[src/rtl/nibble_serial_adder.sv]
// Multi-cycle W-bit adder/subtractor that steps one 4-bit ripple-carry slice
// across the operands, LSB nibble first, with the inter-nibble carry held in a register.

module fa_4 (
  input  logic [3:0] a,
  input  logic [3:0] b,
  input  logic       c_in,
  output logic [3:0] s,
  output logic       c_out
);

  // Four-bit ripple-carry chain
  always_comb begin
    logic cy_s;
    cy_s = c_in;
    s    = 4'b0000;
    for (int i = 0; i < 4; i++) begin
      s[i] = a[i] ^ b[i] ^ cy_s;
      cy_s = (a[i] & b[i]) | (cy_s & (a[i] ^ b[i]));
    end
    c_out = cy_s;
  end

endmodule

module nibble_serial_adder #(
  parameter int NIBBLES = 4
) (
  input  logic                   clk,
  input  logic                   rst,
  input  logic                   start_valid,
  output logic                   start_ready,
  input  logic [4*NIBBLES-1:0]   a,
  input  logic [4*NIBBLES-1:0]   b,
  input  logic                   c_in,
  input  logic                   sub,
  output logic [4*NIBBLES-1:0]   s,
  output logic                   c_out,
  output logic                   ovf,
  output logic                   busy,
  output logic                   done
);

  localparam int W  = 4 * NIBBLES;
  localparam int CW = $clog2(NIBBLES);

  typedef enum logic [1:0] {
    IDLE = 2'd0,
    RUN  = 2'd1,
    DONE = 2'd2
  } state_t;

  state_t          state_r;
  state_t          state_nxt_s;
  logic [W-1:0]    a_sh_r;
  logic [W-1:0]    b_sh_r;
  logic [W-1:0]    ps_r;
  logic [W-1:0]    ps_nxt_s;
  logic [W-1:0]    s_r;
  logic            carry_r;
  logic [CW-1:0]   cnt_r;
  logic            a_msb_r;
  logic            b_msb_r;
  logic            c_out_r;
  logic            ovf_r;
  logic            accept_s;
  logic            last_s;
  logic [3:0]      slice_sum_s;
  logic            slice_co_s;
  logic            start_ready_s;
  logic            busy_s;
  logic            done_s;

  assign accept_s = start_valid && (state_r == IDLE);
  assign last_s   = (state_r == RUN) && (cnt_r == CW'(NIBBLES - 1));
  // Each new sum nibble enters at the top, so after NIBBLES steps it sits in place
  assign ps_nxt_s = {slice_sum_s, ps_r[W-1:4]};

  fa_4 u_slice (
    .a     (a_sh_r[3:0]),
    .b     (b_sh_r[3:0]),
    .c_in  (carry_r),
    .s     (slice_sum_s),
    .c_out (slice_co_s)
  );

  // State register
  always_ff @(posedge clk or posedge rst) begin
    if (rst) begin
      state_r <= IDLE;
    end else begin
      state_r <= state_nxt_s;
    end
  end

  // Next-state logic
  always_comb begin
    state_nxt_s = state_r;
    case (state_r)
      IDLE: begin
        if (accept_s) state_nxt_s = RUN;
        else          state_nxt_s = IDLE;
      end
      RUN: begin
        if (last_s) state_nxt_s = DONE;
        else        state_nxt_s = RUN;
      end
      DONE:    state_nxt_s = IDLE;
      default: state_nxt_s = IDLE;
    endcase
  end

  // Handshake and status decode
  always_comb begin
    start_ready_s = 1'b0;
    busy_s        = 1'b0;
    done_s        = 1'b0;
    case (state_r)
      IDLE:    start_ready_s = 1'b1;
      RUN:     busy_s        = 1'b1;
      DONE: begin
        busy_s = 1'b1;
        done_s = 1'b1;
      end
      default: start_ready_s = 1'b0;
    endcase
  end

  // Operand shift registers, carry chain and result registers
  always_ff @(posedge clk or posedge rst) begin
    if (rst) begin
      a_sh_r  <= {W{1'b0}};
      b_sh_r  <= {W{1'b0}};
      ps_r    <= {W{1'b0}};
      s_r     <= {W{1'b0}};
      carry_r <= 1'b0;
      cnt_r   <= {CW{1'b0}};
      a_msb_r <= 1'b0;
      b_msb_r <= 1'b0;
      c_out_r <= 1'b0;
      ovf_r   <= 1'b0;
    end else if (accept_s) begin
      // Subtraction is a + ~b + 1, so the inverted operand and forced carry are latched here
      a_sh_r  <= a;
      b_sh_r  <= sub ? ~b : b;
      carry_r <= sub ? 1'b1 : c_in;
      cnt_r   <= {CW{1'b0}};
      a_msb_r <= a[W-1];
      b_msb_r <= sub ? ~b[W-1] : b[W-1];
    end else if (state_r == RUN) begin
      a_sh_r  <= {4'b0000, a_sh_r[W-1:4]};
      b_sh_r  <= {4'b0000, b_sh_r[W-1:4]};
      ps_r    <= ps_nxt_s;
      carry_r <= slice_co_s;
      cnt_r   <= cnt_r + CW'(1);
      if (last_s) begin
        s_r     <= ps_nxt_s;
        c_out_r <= slice_co_s;
        ovf_r   <= (a_msb_r == b_msb_r) && (ps_nxt_s[W-1] != a_msb_r);
      end
    end
  end

  assign s           = s_r;
  assign c_out       = c_out_r;
  assign ovf         = ovf_r;
  assign start_ready = start_ready_s;
  assign busy        = busy_s;
  assign done        = done_s;

endmodule

[config.mk]
export PLATFORM = sky130hd
export DESIGN_NAME = nibble_serial_adder
export DESIGN_NICKNAME = d
export VERILOG_FILES = /design/src/rtl/nibble_serial_adder.sv
export SDC_FILE = /design/constraint.sdc
export NUM_CORES = 1
export LEC_CHECK = 0
export BUFFER_PORTS_ARGS = -buffer_cell sky130_fd_sc_hd__buf_2
export CORE_ASPECT_RATIO = 2
export CORE_MARGIN = 2
export CORE_UTILIZATION = 49
export CTS_CLUSTER_DIAMETER = 30
export CTS_CLUSTER_SIZE = 10
export DETAILED_ROUTE_END_ITERATION = 12
export PLACE_DENSITY = 0.72
export REMOVE_ABC_BUFFERS = 1
export SYNTH_ARGS = -nofsm -noshare
export SYNTH_HDL_FRONTEND = slang
export SYNTH_HIERARCHICAL = 1
export SYNTH_SLANG_ARGS = --single-unit
[constraint.sdc]
create_clock -name clk -period 2.6 [get_ports clk]
set_input_delay 0.13 -clock clk [delete_from_list [all_inputs] [get_ports clk]]
set_output_delay 0.13 -clock clk [all_outputs]
set_load 0.1 [all_outputs]
==> impl_metrics.csv, run 1 <==
group,metric,value,unit
placement,dp_cells,396,
worst_setup_path,required,2.81,ns
cells_and_area,final_core_util,61.1,%
floorplanning,io_pins,58,
worst_setup_path,cp-end-kind,"flip-flop",
clock_network,cts_root_buffer,"clkbuf_16",
placement,dpl.hpwl,4030,um
placement,gp_congestion,0.741,
global_route,antenna_found_initial,0,
routing,drc_errors,0,
clock_network,cts.path.max_buffers,2,
routing,vias_per_cell,4.90,
timing,rsz0062_at_grt,"no",
cells_and_area,layout-drive-gt1-share,34.9,%
synth,synthTopCellsByArea,"dfrtp_1 (54%), mux2i_1 (7.5%), mux2_2 (7.4%)",
timing,fmax,403,MHz
timing,setup_viol,0,
floorplanning,core_area,6310,um^2
worst_setup_path,cp_data_arrival_time,2.69,ns
floorplanning,fp.dieH,118,um
cells_and_area,final_nets,368,
clock_network,cts_sinks,69,
timing,final-max-slew-violation-count,0,
routing,wl_per_cell,13.2,um
clock_network,clkLatencyLatePin,0.32,ns
global_route,grt_max_degree,40,
clock_network,path_clk_slew,0.06,ns
timing,worst_pin_slew,0.631,ns
cells_and_area,seqCellArea,1730,um^2
clock_network,h-tree-depth,3,
timing,period_minus_slack,2.48,ns
routing,drtIter0Drc,53,
routing,wl,5470,um
cells_and_area,final_cell_mix,"dfrtp_1 (69), buf_2 (57), nand2_1 (34)",
floorplanning,dieWidth,61.2,um
synth,syn_avg_cell_area,12.1,um^2
global_route,track_usage,17.5,%
timing,finalCritPeriodShare,95.4,%
min_path,hold_class,"primary input to flip-flop",
cells_and_area,layout_commonest_cell,"dfrtp_1",
cells_and_area,layout.cells.non_filler,413,
worst_setup_path,path_max_fanout,4,
synth,synthCells,264,
global_route,grt_pass1_vias,2117,
cells_and_area,multi_input_area,1330,um^2
clock_network,cts_tree,"built",
worst_setup_path,critPathLaunchType,"flip-flop",
floorplanning,rows,41,
synth,ys_warn_count,6,
synth,yosysTopAreaCellShare,53.9,%
timing,slew-limit-headroom,57.9,%
synth,synth.distinct_cells,27,
synth,syn_area,3200,um^2
cells_and_area,n_antenna_cell,0,
routing,vias,2022,
routing,ant_nets,0,
floorplanning,dieArea,7240,um^2
synth,yosysTopAreaCell,"dfrtp_1",
global_route,grt_pass1_wl,9470,um
placement,port_buffers,57,
routing,dr.pass1.iters,6,
cells_and_area,nFillCells,547,
clock_network,cts_setup_buffers,0,
global_route,grt-ovfl-total,0,
timing,finClkSkew,0.00494,ns
clock_network,cts_buffers,9,
floorplanning,initial_core_util,50.8,%
outcome,status,"completed",
synth,yosys_register_bits,69,
cells_and_area,syn2layout_area_growth,20.3,%
flow_run,drv_cap,0,
worst_setup_path,critical_path_class,"flip-flop to flip-flop",
timing,hold_viol,0,
synth,yosysSeqAreaShare,53.9,%
-- Yosys cell counts --
library cell	count
buf_4	4
mux2i_1	24
o21ai_0	31
inv_1	14
buf_2	3
o22ai_1	1
a22o_1	3
nor3_1	2
fa_1	4
buf_6	2
and2_4	2
mux2_2	21
and2_1	1
mux2_4	10
xnor2_1	4
clkbuf_1	6
xor2_1	12
dfrtp_1	69
nor2_1	3
a21o_1	1
a21oi_1	1
ha_1	5
nand3_1	3
buf_8	1
nand2_1	34
nand2b_1	1
o31ai_1	2
-- worst paths after layout --
check,from,end,slack [ns],depth (start not counted)
max reg2reg,a_sh_r[0],ovf,0.12,10
max in group asynchronous,rst,cnt_r[1],1.53,4
max,a_sh_r[0],ovf,0.12,10
min in group asynchronous,rst,s[9],0.44,3
min,a[12],a_sh_r[12],0.03,2
min reg2reg,a_sh_r[9],a_sh_r[9],0.47,2
-- cells by family (layout without fill, tap and decap cells) --
kind of cell    after synthesis  in the layout  synth area share, %
compound gates               39             39                 6.72
mux                          55             55                 19.6
fa+ha+maj                     9              9                 4.45
simple gates                 46             46                 6.05
xor+xnor                     16             16                 4.37
flops                        69             69                 53.9
buf+inv                      30             93                 4.92
-- repair_timing --
action	4_1_cts	5_1_grt
resized for setup	0	1
hold buffers	1	0
endpoints found under the setup margin	0	1
hold endpoints to repair	30	0
-- through the flow --
step | instance area, um^2 | hold WS, ns | worst slack, ns | TNS (ns)
floorplan | 3100 | 0.263 | -0.593 | -18.47
global placement | 3560 | 0.255 | 0.125 | 0
detailed placement | 3560 | 0.258 | 0.0649 | 0
CTS | 3850 | 0.0242 | 0.0708 | 0
global route | 3850 | 0.0316 | 0.0154 | 0
finish | 3850 | 0.0348 | 0.119 | 0
-- worst max-delay path, stage by stage, from the launching register on --
cell	delay, ns
dfrtp_1	0.39
fa_1	0.42
inv_1	0.08
fa_1	0.16
inv_1	0.06
fa_1	0.35
inv_1	0.07
fa_1	0.41
inv_2	0.09
o22ai_1	0.08
mux2_2	0.26
-- sequential cells by signal, indices dropped and copies added, names as in the netlist, 2 cells and up --
register,flops
ps_r,12
s,16
b_sh_r,16
cnt_r,2
a_sh_r,16
state_r,2
-- metal layers --
metal / part of all wire (%) / track usage, % / vias up
li1: - / - / 1001
met1: 41 / 21.3 / 969
met2: 54 / 28.4 / 45
met3: 3.7 / 4.49 / 7
met4: 1.8 / 7.47 / 0
met5: 0 / 0 / -
-- area by class of cell --
| cell class | count | share of cell area [%] |
|---|---|---|
| Multi-Input combinational cell | 165 | 34.5 |
| Inverter | 14 | 1.36 |
| Sequential cell | 69 | 44.8 |
| Clock inverter | 6 | 1.01 |
| Tap cell | 86 | 2.79 |
| Timing Repair Buffer | 63 | 9.29 |
| Clock buffer | 10 | 6.20 |
Power of run 1 is not shown: default switching activity piles up to over one toggle a cycle in this logic, so the estimate is an artifact.
==> run 2: changes to the inputs <==
--- a/config.mk
+++ b/config.mk
@@ -9,6 +9,7 @@
 export CORE_ASPECT_RATIO = 2
 export CORE_MARGIN = 2
 export CORE_UTILIZATION = 49
+export CTS_BUF_LIST = sky130_fd_sc_hd__clkbuf_16
 export CTS_CLUSTER_DIAMETER = 30
 export CTS_CLUSTER_SIZE = 10
 export DETAILED_ROUTE_END_ITERATION = 12
==> constraint.sdc (replaced) <==
create_clock -name clk -period 2.9 [get_ports clk]
set_input_delay 0.145 -clock clk [delete_from_list [all_inputs] [get_ports clk]]
set_output_delay 0.145 -clock clk [all_outputs]
set_load 0.1 [all_outputs]
==> run 2 against run 1 <==
Utilization is 0.81 points lower. Die area stayed put. First-iteration DRC count is 1.9% higher. Cell area is 1.3% lower. Worst hold slack better by 0.0054 ns. Critical endpoint unchanged. Register-to-register slack better by 0.29 ns. Flip-flop and latch count stayed put. Critical path type unchanged. Via count is 0.45% lower. Cell count stayed put. Wire length is 1.2% higher. Clock skew hardly changed. Setup slack better by 0.29 ns. Largest cell class unchanged.
==> impl_metrics.csv, run 2 (synthesis gave the netlist of run 1 again) <==
group,metric,value,unit
clock_network,h-tree-depth,3,
clock_network,hold_buffers,1,
global_route,track_usage,17.7,%
timing,slew-limit-headroom,64.5,%
routing,drc_errors,0,
clock_network,cts_sinks,69,
outcome,status,"completed",
floorplanning,fp.dieH,118,um
worst_setup_path,cp-end-kind,"flip-flop",
placement,dpl.hpwl,4020,um
clock_network,cts.path.max_buffers,2,
global_route,grt_pass1_vias,2078,
cells_and_area,syn2layout_area_growth,18.7,%
floorplanning,core_area,6310,um^2
floorplanning,initial_core_util,50.8,%
timing,final-max-slew-violation-count,0,
floorplanning,rows,41,
cells_and_area,seqCellArea,1730,um^2
cells_and_area,layout-drive-gt1-share,32.4,%
timing,worst_pin_slew,0.532,ns
routing,drtIter0Drc,54,
timing,timing.final.ws_setup,0.411,ns
routing,ant_nets,0,
clock_network,cts_tree,"built",
worst_setup_path,critical_path_class,"flip-flop to flip-flop",
global_route,grt_max_degree,61,
timing,rsz0062_at_grt,"no",
worst_setup_path,crit_path_cell_trace,"fa_1, inv_1, fa_1, inv_1, fa_1, inv_1, fa_1, inv_1, o22ai_1, mux2_2",
clock_network,clkLatencyLatePin,0.32,ns
timing,fmax,402,MHz
cells_and_area,n_antenna_cell,0,
cells_and_area,final_nets,368,
routing,vias_per_cell,4.87,
min_path,hold_class,"primary input to flip-flop",
routing,wl,5540,um
worst_setup_path,cp_data_arrival_time,2.70,ns
cells_and_area,layout_commonest_cell,"dfrtp_1",
timing,finalCritPeriodShare,85.8,%
timing,period_minus_slack,2.49,ns
clock_network,path_clk_slew,0.05,ns
timing,finClkSkew,0.00486,ns
worst_setup_path,critPathSlowestCell,"fa_1",
cells_and_area,nFillCells,549,
floorplanning,dieArea,7240,um^2
clock_network,cts-resized-gates,0,
worst_setup_path,crit_family,"adder cells",
routing,vias,2013,
global_route,antenna_found_initial,0,
cells_and_area,final_cell_mix,"dfrtp_1 (69), buf_2 (57), nand2_1 (34)",
placement,gp_congestion,0.744,
worst_setup_path,path_buf_inv,4,
floorplanning,dieWidth,61.2,um
timing,hold_viol,0,
placement,port_buffers,57,
global_route,grt_pass1_wl,9470,um
routing,dr.pass1.iters,4,
cells_and_area,multi_input_area,1330,um^2
clock_network,cts_buffers,9,
global_route,grt-ovfl-total,0,
clock_network,cts_root_buffer,"clkbuf_16",
routing,wl_per_cell,13.4,um
worst_setup_path,required,3.11,ns
clock_network,cts_setup_buffers,0,
worst_setup_path,critPathLaunchType,"flip-flop",
worst_setup_path,path_max_fanout,4,
placement,dpl_worst_slack,0.410,ns
floorplanning,io_pins,58,
worst_setup_path,slowest_delay,0.41,ns
flow_run,drv_cap,0,
timing,setup_viol,0,
run 2: cell count changes in the layout (fill, tap and decap cells not counted), moves of 2 or more:
cell / change
inv_1: +4
clkinv_1: +4
buf_4: +2
clkinvlp_4: -2
clkinv_2: -3
buf_12: -2
run 2: path summary, 6_finish.rpt:
kind | startpoint | end | slack (ns) | depth (start not counted)
setup / recovery | a_sh_r[0] | ovf | 0.41 | 10
hold / removal | a[13] | a_sh_r[13] | 0.04 | 2
setup reg to reg | a_sh_r[0] | ovf | 0.41 | 10
hold reg to reg | a_sh_r[4] | a_sh_r[4] | 0.47 | 2
max in group asynchronous | rst | ps_r[6] | 1.75 | 4
min in group asynchronous | rst | a_sh_r[4] | 0.41 | 3
run 2: metal layers:
layer / track usage [%] / up-vias / wire length, um
met2: 28.9 / 44 / 2930
li1: - / 994 / -
met5: 0 / - / 0
met3: 4.60 / 13 / 196
met4: 8.42 / 0 / 150
met1: 20.7 / 962 / 2270
run 2: per-stage QoR:
step           instance area (um^2)  setup TNS [ns]  instances  utilization, %  hold slack (ns)
3_3_place_gp                   3540               0        396            56.1            0.216
6_report                       3800               0        413            60.2           0.0402
3_5_place_dp                   3540               0        396            56.1            0.221
4_1_cts                        3800               0        413            60.2           0.0343
2_1_floorplan                  3100           -8.87        248               -            0.278
5_1_grt                        3800               0        413            60.2           0.0434
run 2: cell type report:
class | count | share of cell area (%)
clock inverters | 7 | 0.691
well taps | 86 | 2.83
inverters | 14 | 1.38
clock buffers | 9 | 5.92
multi-input cells | 165 | 35.0
flip-flops and latches | 69 | 45.4
repair buffers | 63 | 8.76
Power of run 2 is left out for the same reason.
